$ cat src/rtl/cpu6_core.sv
// cpu6_core: accumulator CPU with 16-bit registers on an 8-bit memory bus.
// One bus byte per clock; bus outputs are registered together with the next FSM state.
module cpu6_core #(
  parameter logic [15:0] RESET_PC = 16'h0000
) (
  input  logic        clock,
  input  logic        reset,
  input  logic [7:0]  dataInBus,
  output logic        writeEnBus,
  output logic [15:0] addressBus,
  output logic [7:0]  dataOutBus
);

  typedef enum logic [2:0] {
    FETCH   = 3'd0,
    OPER    = 3'd1,
    DATA_RD = 3'd2,
    DATA_WR = 3'd3,
    EXEC    = 3'd4,
    HALT    = 3'd5
  } state_t;

  // Opcodes that read at least one operand byte after the fetch.
  function automatic logic has_operand(input logic [7:0] op);
    case (op)
      8'h14, 8'h15, 8'h16, 8'h17,
      8'h71, 8'h80, 8'h81, 8'h90,
      8'h91, 8'hA1, 8'hB1: has_operand = 1'b1;
      default:             has_operand = 1'b0;
    endcase
  endfunction

  state_t      r_state;
  logic [15:0] r_pc;
  logic [15:0] r_a;
  logic [15:0] r_b;
  logic        r_z;
  logic        r_m;
  logic        r_c;
  logic [7:0]  r_op;
  logic [7:0]  r_hi;
  logic        r_idx;
  logic [15:0] r_addr;
  logic        r_we;
  logic [7:0]  r_dout;

  logic [15:0] w_pc_inc;
  logic [15:0] w_addr_inc;
  logic [15:0] w_word;
  logic [15:0] w_target;
  logic [16:0] w_inc;
  logic [16:0] w_dec;
  logic [16:0] w_add;
  logic        w_taken;

  assign w_pc_inc   = r_pc + 16'd1;
  assign w_addr_inc = r_addr + 16'd1;
  assign w_word     = {r_hi, dataInBus};
  assign w_target   = w_pc_inc + {{8{dataInBus[7]}}, dataInBus};
  assign w_inc      = {1'b0, r_a} + 17'd1;
  assign w_dec      = {1'b0, r_a} - 17'd1;
  assign w_add      = {1'b0, r_a} + {1'b0, r_b};

  assign addressBus = r_addr;
  assign writeEnBus = r_we;
  assign dataOutBus = r_dout;

  // Branch condition: BZ, BNZ, BM, BP selected by the low opcode bits.
  always_comb begin
    w_taken = 1'b0;
    case (r_op[1:0])
      2'd0:    w_taken = r_z;
      2'd1:    w_taken = ~r_z;
      2'd2:    w_taken = r_m;
      2'd3:    w_taken = ~r_m;
      default: w_taken = 1'b0;
    endcase
  end

  // Instruction sequencer, architectural state and registered bus outputs.
  always_ff @(posedge clock or posedge reset) begin
    if (reset) begin
      r_state <= FETCH;
      r_pc    <= RESET_PC;
      r_a     <= 16'h0000;
      r_b     <= 16'h0000;
      r_z     <= 1'b0;
      r_m     <= 1'b0;
      r_c     <= 1'b0;
      r_op    <= 8'h00;
      r_hi    <= 8'h00;
      r_idx   <= 1'b0;
      r_addr  <= RESET_PC;
      r_we    <= 1'b0;
      r_dout  <= 8'h00;
    end else begin
      case (r_state)
        FETCH: begin
          r_op    <= dataInBus;
          r_pc    <= w_pc_inc;
          r_addr  <= w_pc_inc;
          r_idx   <= 1'b0;
          r_state <= has_operand(dataInBus) ? OPER : EXEC;
        end

        OPER: begin
          r_pc   <= w_pc_inc;
          r_addr <= w_pc_inc;
          case (r_op)
            8'h14, 8'h15, 8'h16, 8'h17: begin
              r_state <= FETCH;
              if (w_taken) begin
                r_pc   <= w_target;
                r_addr <= w_target;
              end else begin
                r_pc   <= w_pc_inc;
                r_addr <= w_pc_inc;
              end
            end
            8'h80: begin
              r_a[7:0] <= dataInBus;
              r_z      <= (dataInBus == 8'h00);
              r_m      <= dataInBus[7];
              r_state  <= FETCH;
            end
            default: begin
              if (!r_idx) begin
                r_hi  <= dataInBus;
                r_idx <= 1'b1;
              end else begin
                r_idx <= 1'b0;
                case (r_op)
                  8'h90: begin
                    r_a     <= w_word;
                    r_z     <= (w_word == 16'h0000);
                    r_m     <= w_word[15];
                    r_state <= FETCH;
                  end
                  8'h71: begin
                    r_pc    <= w_word;
                    r_addr  <= w_word;
                    r_state <= FETCH;
                  end
                  8'h81, 8'h91: begin
                    r_addr  <= w_word;
                    r_state <= DATA_RD;
                  end
                  8'hA1: begin
                    r_addr  <= w_word;
                    r_we    <= 1'b1;
                    r_dout  <= r_a[7:0];
                    r_state <= DATA_WR;
                  end
                  8'hB1: begin
                    r_addr  <= w_word;
                    r_we    <= 1'b1;
                    r_dout  <= r_a[15:8];
                    r_state <= DATA_WR;
                  end
                  default: r_state <= FETCH;
                endcase
              end
            end
          endcase
        end

        DATA_RD: begin
          if (r_op == 8'h81) begin
            r_a[7:0] <= dataInBus;
            r_z      <= (dataInBus == 8'h00);
            r_m      <= dataInBus[7];
            r_addr   <= r_pc;
            r_state  <= FETCH;
          end else if (!r_idx) begin
            r_hi   <= dataInBus;
            r_idx  <= 1'b1;
            r_addr <= w_addr_inc;
          end else begin
            r_a     <= w_word;
            r_z     <= (w_word == 16'h0000);
            r_m     <= w_word[15];
            r_idx   <= 1'b0;
            r_addr  <= r_pc;
            r_state <= FETCH;
          end
        end

        // STA keeps writing for a second byte (AL at EA+1); all other writes end here.
        DATA_WR: begin
          if ((r_op == 8'hB1) && !r_idx) begin
            r_addr <= w_addr_inc;
            r_dout <= r_a[7:0];
            r_idx  <= 1'b1;
          end else begin
            r_we    <= 1'b0;
            r_dout  <= 8'h00;
            r_idx   <= 1'b0;
            r_addr  <= r_pc;
            r_state <= FETCH;
          end
        end

        EXEC: begin
          r_addr  <= r_pc;
          r_state <= FETCH;
          case (r_op)
            8'h00: r_state <= HALT;
            8'h38: begin
              r_a <= w_inc[15:0];
              r_c <= w_inc[16];
              r_z <= (w_inc[15:0] == 16'h0000);
              r_m <= w_inc[15];
            end
            8'h39: begin
              r_a <= w_dec[15:0];
              r_c <= w_dec[16];
              r_z <= (w_dec[15:0] == 16'h0000);
              r_m <= w_dec[15];
            end
            8'h3A: begin
              r_a <= 16'h0000;
              r_z <= 1'b1;
              r_m <= 1'b0;
            end
            8'h58: begin
              r_a <= w_add[15:0];
              r_c <= w_add[16];
              r_z <= (w_add[15:0] == 16'h0000);
              r_m <= w_add[15];
            end
            8'h5C:   r_b <= r_a;
            default: r_state <= FETCH;
          endcase
        end

        HALT: r_state <= HALT;

        default: begin
          r_state <= FETCH;
          r_addr  <= r_pc;
          r_we    <= 1'b0;
          r_dout  <= 8'h00;
        end
      endcase
    end
  end

endmodule

$ cat config.mk
export PLATFORM = sky130hd
export DESIGN_NAME = cpu6_core
export DESIGN_NICKNAME = d
export VERILOG_FILES = /design/src/rtl/cpu6_core.sv
export SDC_FILE = /design/constraint.sdc
export NUM_CORES = 1
export LEC_CHECK = 0
export ABC_CLOCK_PERIOD_IN_PS = 3600
export CORE_ASPECT_RATIO = 0.8
export CORE_MARGIN = 2
export CORE_UTILIZATION = 25
export DETAILED_ROUTE_END_ITERATION = 6
export GPL_ROUTABILITY_DRIVEN = 0
export HOLD_SLACK_MARGIN = 0.08
export SKIP_LAST_GASP = 1
export SYNTH_ARGS = -nofsm -noshare
export SYNTH_HDL_FRONTEND = slang
export SYNTH_SLANG_ARGS = --single-unit
$ cat constraint.sdc
create_clock -name clock -period 3.6 [get_ports clock]
set_input_delay 0.72 -clock clock [delete_from_list [all_inputs] [get_ports clock]]
set_output_delay 0.72 -clock clock [all_outputs]
set_load 0.01 [all_outputs]
==> summary.md <==
| Metric | Value |
|---|---|
| N_diodes | 0 |
| Post-Place Worst Slack | around 0.065 ns |
| Vias per cell | roughly 5.6 |
| Most frequent cells in the layout | 163 x nand2_1, 114 x nor2_1, 95 x dfrtp_1 |
| Max-slew violation count | 0 |
| Root buf cell | clkbuf_16 |
| H-tree Lvls | 3 |
| Crit Path Category | flip-flop to flip-flop |
| Internal power | about 4300 µW |
| Capture point of the worst reg-to-reg path | r_pc[15] |
| I/O pin total | 35 |
| Reg2reg start | r_pc[0] |
| Final setup fails | 0 |
| Layout area overhead | 17.82% |
| Compound-Gate Fraction of Synth Area | 0.2780 |
| Mux share of post-synthesis cell area | 0.03580 |
| CP Launch Type | flip-flop |
| Sw Pwr | roughly 4500 µW |
| Simple-gate share of the synthesized area | 0.2452 |
| CP required | between 3 and 4 ns |
| Largest family of logic cells by synthesized area | compound AO/OA/AOI/OAI gates |
| Maximum fanout along the worst path | 4 |
| I/O Buffers | 34 |
| Clock power share | 0.126 |
| Worst hold path class | flip-flop to flip-flop |
| RSZ-0062 raised after global routing | false |
| Num CTS Buffers | 9 |
| FF+latch count, synth | between 90 and 100 |
| Setup TNS | 0 ns |
| Starting Density | 0.2549 |
| Combinational fraction of design power | 0.638 |
| Die ar. | ~0.037 mm² |
| Worst-Skew Late Latency | about 0.36 ns |
| Commonest non-fill, non-tap cell in the layout | nand2_1 |
| Chip height | about 170 µm |
| # clock sinks | 95 |
| Gr ovfl total | 0 |
| CTS max path bufs | 2 |
| Fmax | approximately 290 MHz |
| Cell area power density | 831.3 mW/mm² |
| Post-synth ARST share | 1.000 |
| Top FF cell, synth | dfrtp_1 |
| Final setup margin | ~0.16 ns |
| Vias in the first global route | 8606 |
| HPWL after DPL | 23560 µm |
| CTS tree | built |
| YS warnings | 0 |
| Arr. time, crit path | 3.65 ns |
| Status | finished clean |
| Synthesized area per cell | between 7 and 8 µm² |
| Met2 Track Usage GR | 0.2492 |
| Core Area | between 0.03 and 0.04 mm² |
| Rows | 61 |
| Crit path cell chain | ha_1, nand2_1, or4_4, buf_4, nor2_1, xnor2_1, inv_2, ha_1, nand2_1, a21o_1, and3b_1, or4_1, a31oi_2, o221ai_1 |
| First-pass GRT wire length | between 50000 and 60000 µm |
| R2R cell count | 14 |
| Final worst path period need | about 3.4 ns |
| Nets | between 1000 and 1500 |
| Net Sw Frac | 0.5101 |
| Min-delay src | dataOutBus[4] |
| Worst clock skew | between 0.015 and 0.02 ns |
| Syn Nets | between 1000 and 1500 |
| GR peak layer | met1 |
| Die width | roughly 220 µm |
| WL/cell | 19.13 µm |
| CTS clk-pin slew, worst paths | about 0.080 ns |
| Max cap viols | 0 |
| Final Hold Viols | 0 |
| Adder-cell share of the synthesized area | 0.05925 |
| Slowest CP cell | or4_4 |
| Share of cells above drive strength 1 | 0.1299 |
| Xor and xnor area share after synthesis | 0.06684 |
| Drt total wl | 32010 µm |
| Maximum vdd drop | 0.3757 mV |
| ANT nets after route | 0 |
| Fill cells | about 3800 |
| Portion of total power attributed to sequential cells | 0.237 |
| Largest net degree at the start of global routing | 96 |
| Cell Area, Synth | 0.008911 mm² |
| Hold path depth | 2 |
| Met1 Use GR | 0.2515 |
| Period utilisation layout | 0.9553 |
| Pre-Repair DR Iteration Count | 5 |
| Relative slew margins | 0.3586 |
| R2R setup slack | 0.16 ns |
| GRT Resource Usage Total | 0.1680 |
| Post-Syn Instances | about 1200 |
| Sequential share of the synthesized area | 0.2668 |
| CP peak stage delay | 0.49 ns |
| Vias after detailed routing | roughly 9400 |
| CP Capture Type | flip-flop |
| Antenna violations before repair | 1 |
| DRC Markers | 0 |
| Hold EP | dataOutBus[4] |
| Met3 Track Usage GR | 0.02656 |
| Leak | 0.004267 µW |
| Number of synthesized flops with an enable pin | 0 |
| Initial drt markers | 1094 |
| Synth cell types | 95 |
| Tightest Pin Transition | ~0.96 ns |
power groups by stage:
stage,clock [µW],combinational (µW),sequential (µW)
after floorplan,0,3820,1810
after global placement,0,5330,2060
after detailed placement,0,5390,2060
after CTS,1110,5410,2050
after global routing,1160,6040,2130
final,1100,5560,2070
critical path: cells and delay by family, from the launching register on:
kind,cells,cell delay (ns)
buffers and inverters,2,0.29
flip-flops,1,0.36
adder cells (fa/ha/maj),2,0.55
AND/OR/NAND/NOR,6,1.41
AO/OA/AOI/OAI,3,0.49
XOR/XNOR,1,0.19
cell usage after synthesis (14+ instances only):
library cell / count / share of area
ha_1: 39 / 0.055
inv_1: 23 / 0.0097
nand3_1: 28 / 0.016
dfrtp_1: 95 / 0.27
mux2_2: 23 / 0.029
o22ai_1: 14 / 0.0098
xor2_1: 30 / 0.029
o211ai_1: 14 / 0.012
a21oi_1: 74 / 0.042
clkbuf_1: 64 / 0.027
a211oi_1: 17 / 0.014
and3_1: 20 / 0.014
xnor2_1: 38 / 0.037
nand2_1: 163 / 0.069
o21ai_0: 86 / 0.048
nor3_1: 20 / 0.011
nor2_1: 114 / 0.048
a31oi_1: 20 / 0.014
state kept, by name, summed over array words and instances, names as in the netlist:
name,cells
addressBus,16
dataOutBus,8
r_a,16
r_b,16
r_hi,8
r_idx,1
r_m,1
r_op,8
r_pc,16
r_state,3
r_z,1
writeEnBus,1
layer usage:
| metal | routed length [µm] | up-vias |
|---|---|---|
| met1 | 15240 | 4539 |
| met2 | 13630 | 454 |
| met5 | 13 | - |
| li1 | - | 4331 |
| met4 | 510 | 2 |
| met3 | 2612 | 50 |
stage by stage:
stage	power [µW]	cells	hold WS (ns)	cell area, µm²	util
after floorplan	5637	1154	0.4538	8911	-
after global placement	7385	1656	0.4615	10120	0.2894
after detailed placement	7448	1656	0.4690	10120	0.2894
after CTS	8573	1672	0.4859	10440	0.2986
after global routing	9324	1673	0.5117	10500	0.3003
final	8727	1673	0.4766	10500	0.3003
layout make-up:
cell class                      count  area [µm²]  share of cell area
Inverter                           24       92.59            0.008819
Timing Repair Buffer              113       970.9             0.09248
Multi-Input combinational cell    953        6145              0.5853
Clock buffer                       10       229.0             0.02181
Clock inverter                      6       93.84            0.008938
Tap cell                          472       590.6             0.05625
Sequential cell                    95        2377              0.2264
worst max-delay path by stage:
stage / to / slack (ns) / startpoint / depth (start not counted)
finish: r_pc[15] / 0.16 / r_pc[0] / 14
global route: r_pc[15] / 0.008 / r_pc[0] / 14
CTS: r_pc[15] / 0.11 / r_pc[0] / 12
detailed placement: r_pc[15] / 0.07 / dataInBus[3] / 10
global placement: r_pc[15] / 0.05 / dataInBus[3] / 10
floorplan: r_pc[15] / 0.13 / r_pc[1] / 15
timing repair:
action,in CTS,in global routing
resized for setup,0,8
setup buffers,0,1
endpoints found under the setup margin,0,4
hold buffers,0,0
kinds of logic (layout without fill, tap and decap cells):
| group | after synthesis | in the layout |
|---|---|---|
| AND/OR/NAND/NOR | 447 | 447 |
| AO/OA/AOI/OAI | 368 | 368 |
| buffers and inverters | 106 | 153 |
| flip-flops | 95 | 95 |
| XOR/XNOR | 68 | 68 |
| adder cells (fa/ha/maj) | 41 | 41 |
| multiplexers | 29 | 29 |
(Power assumes the default switching activity.)
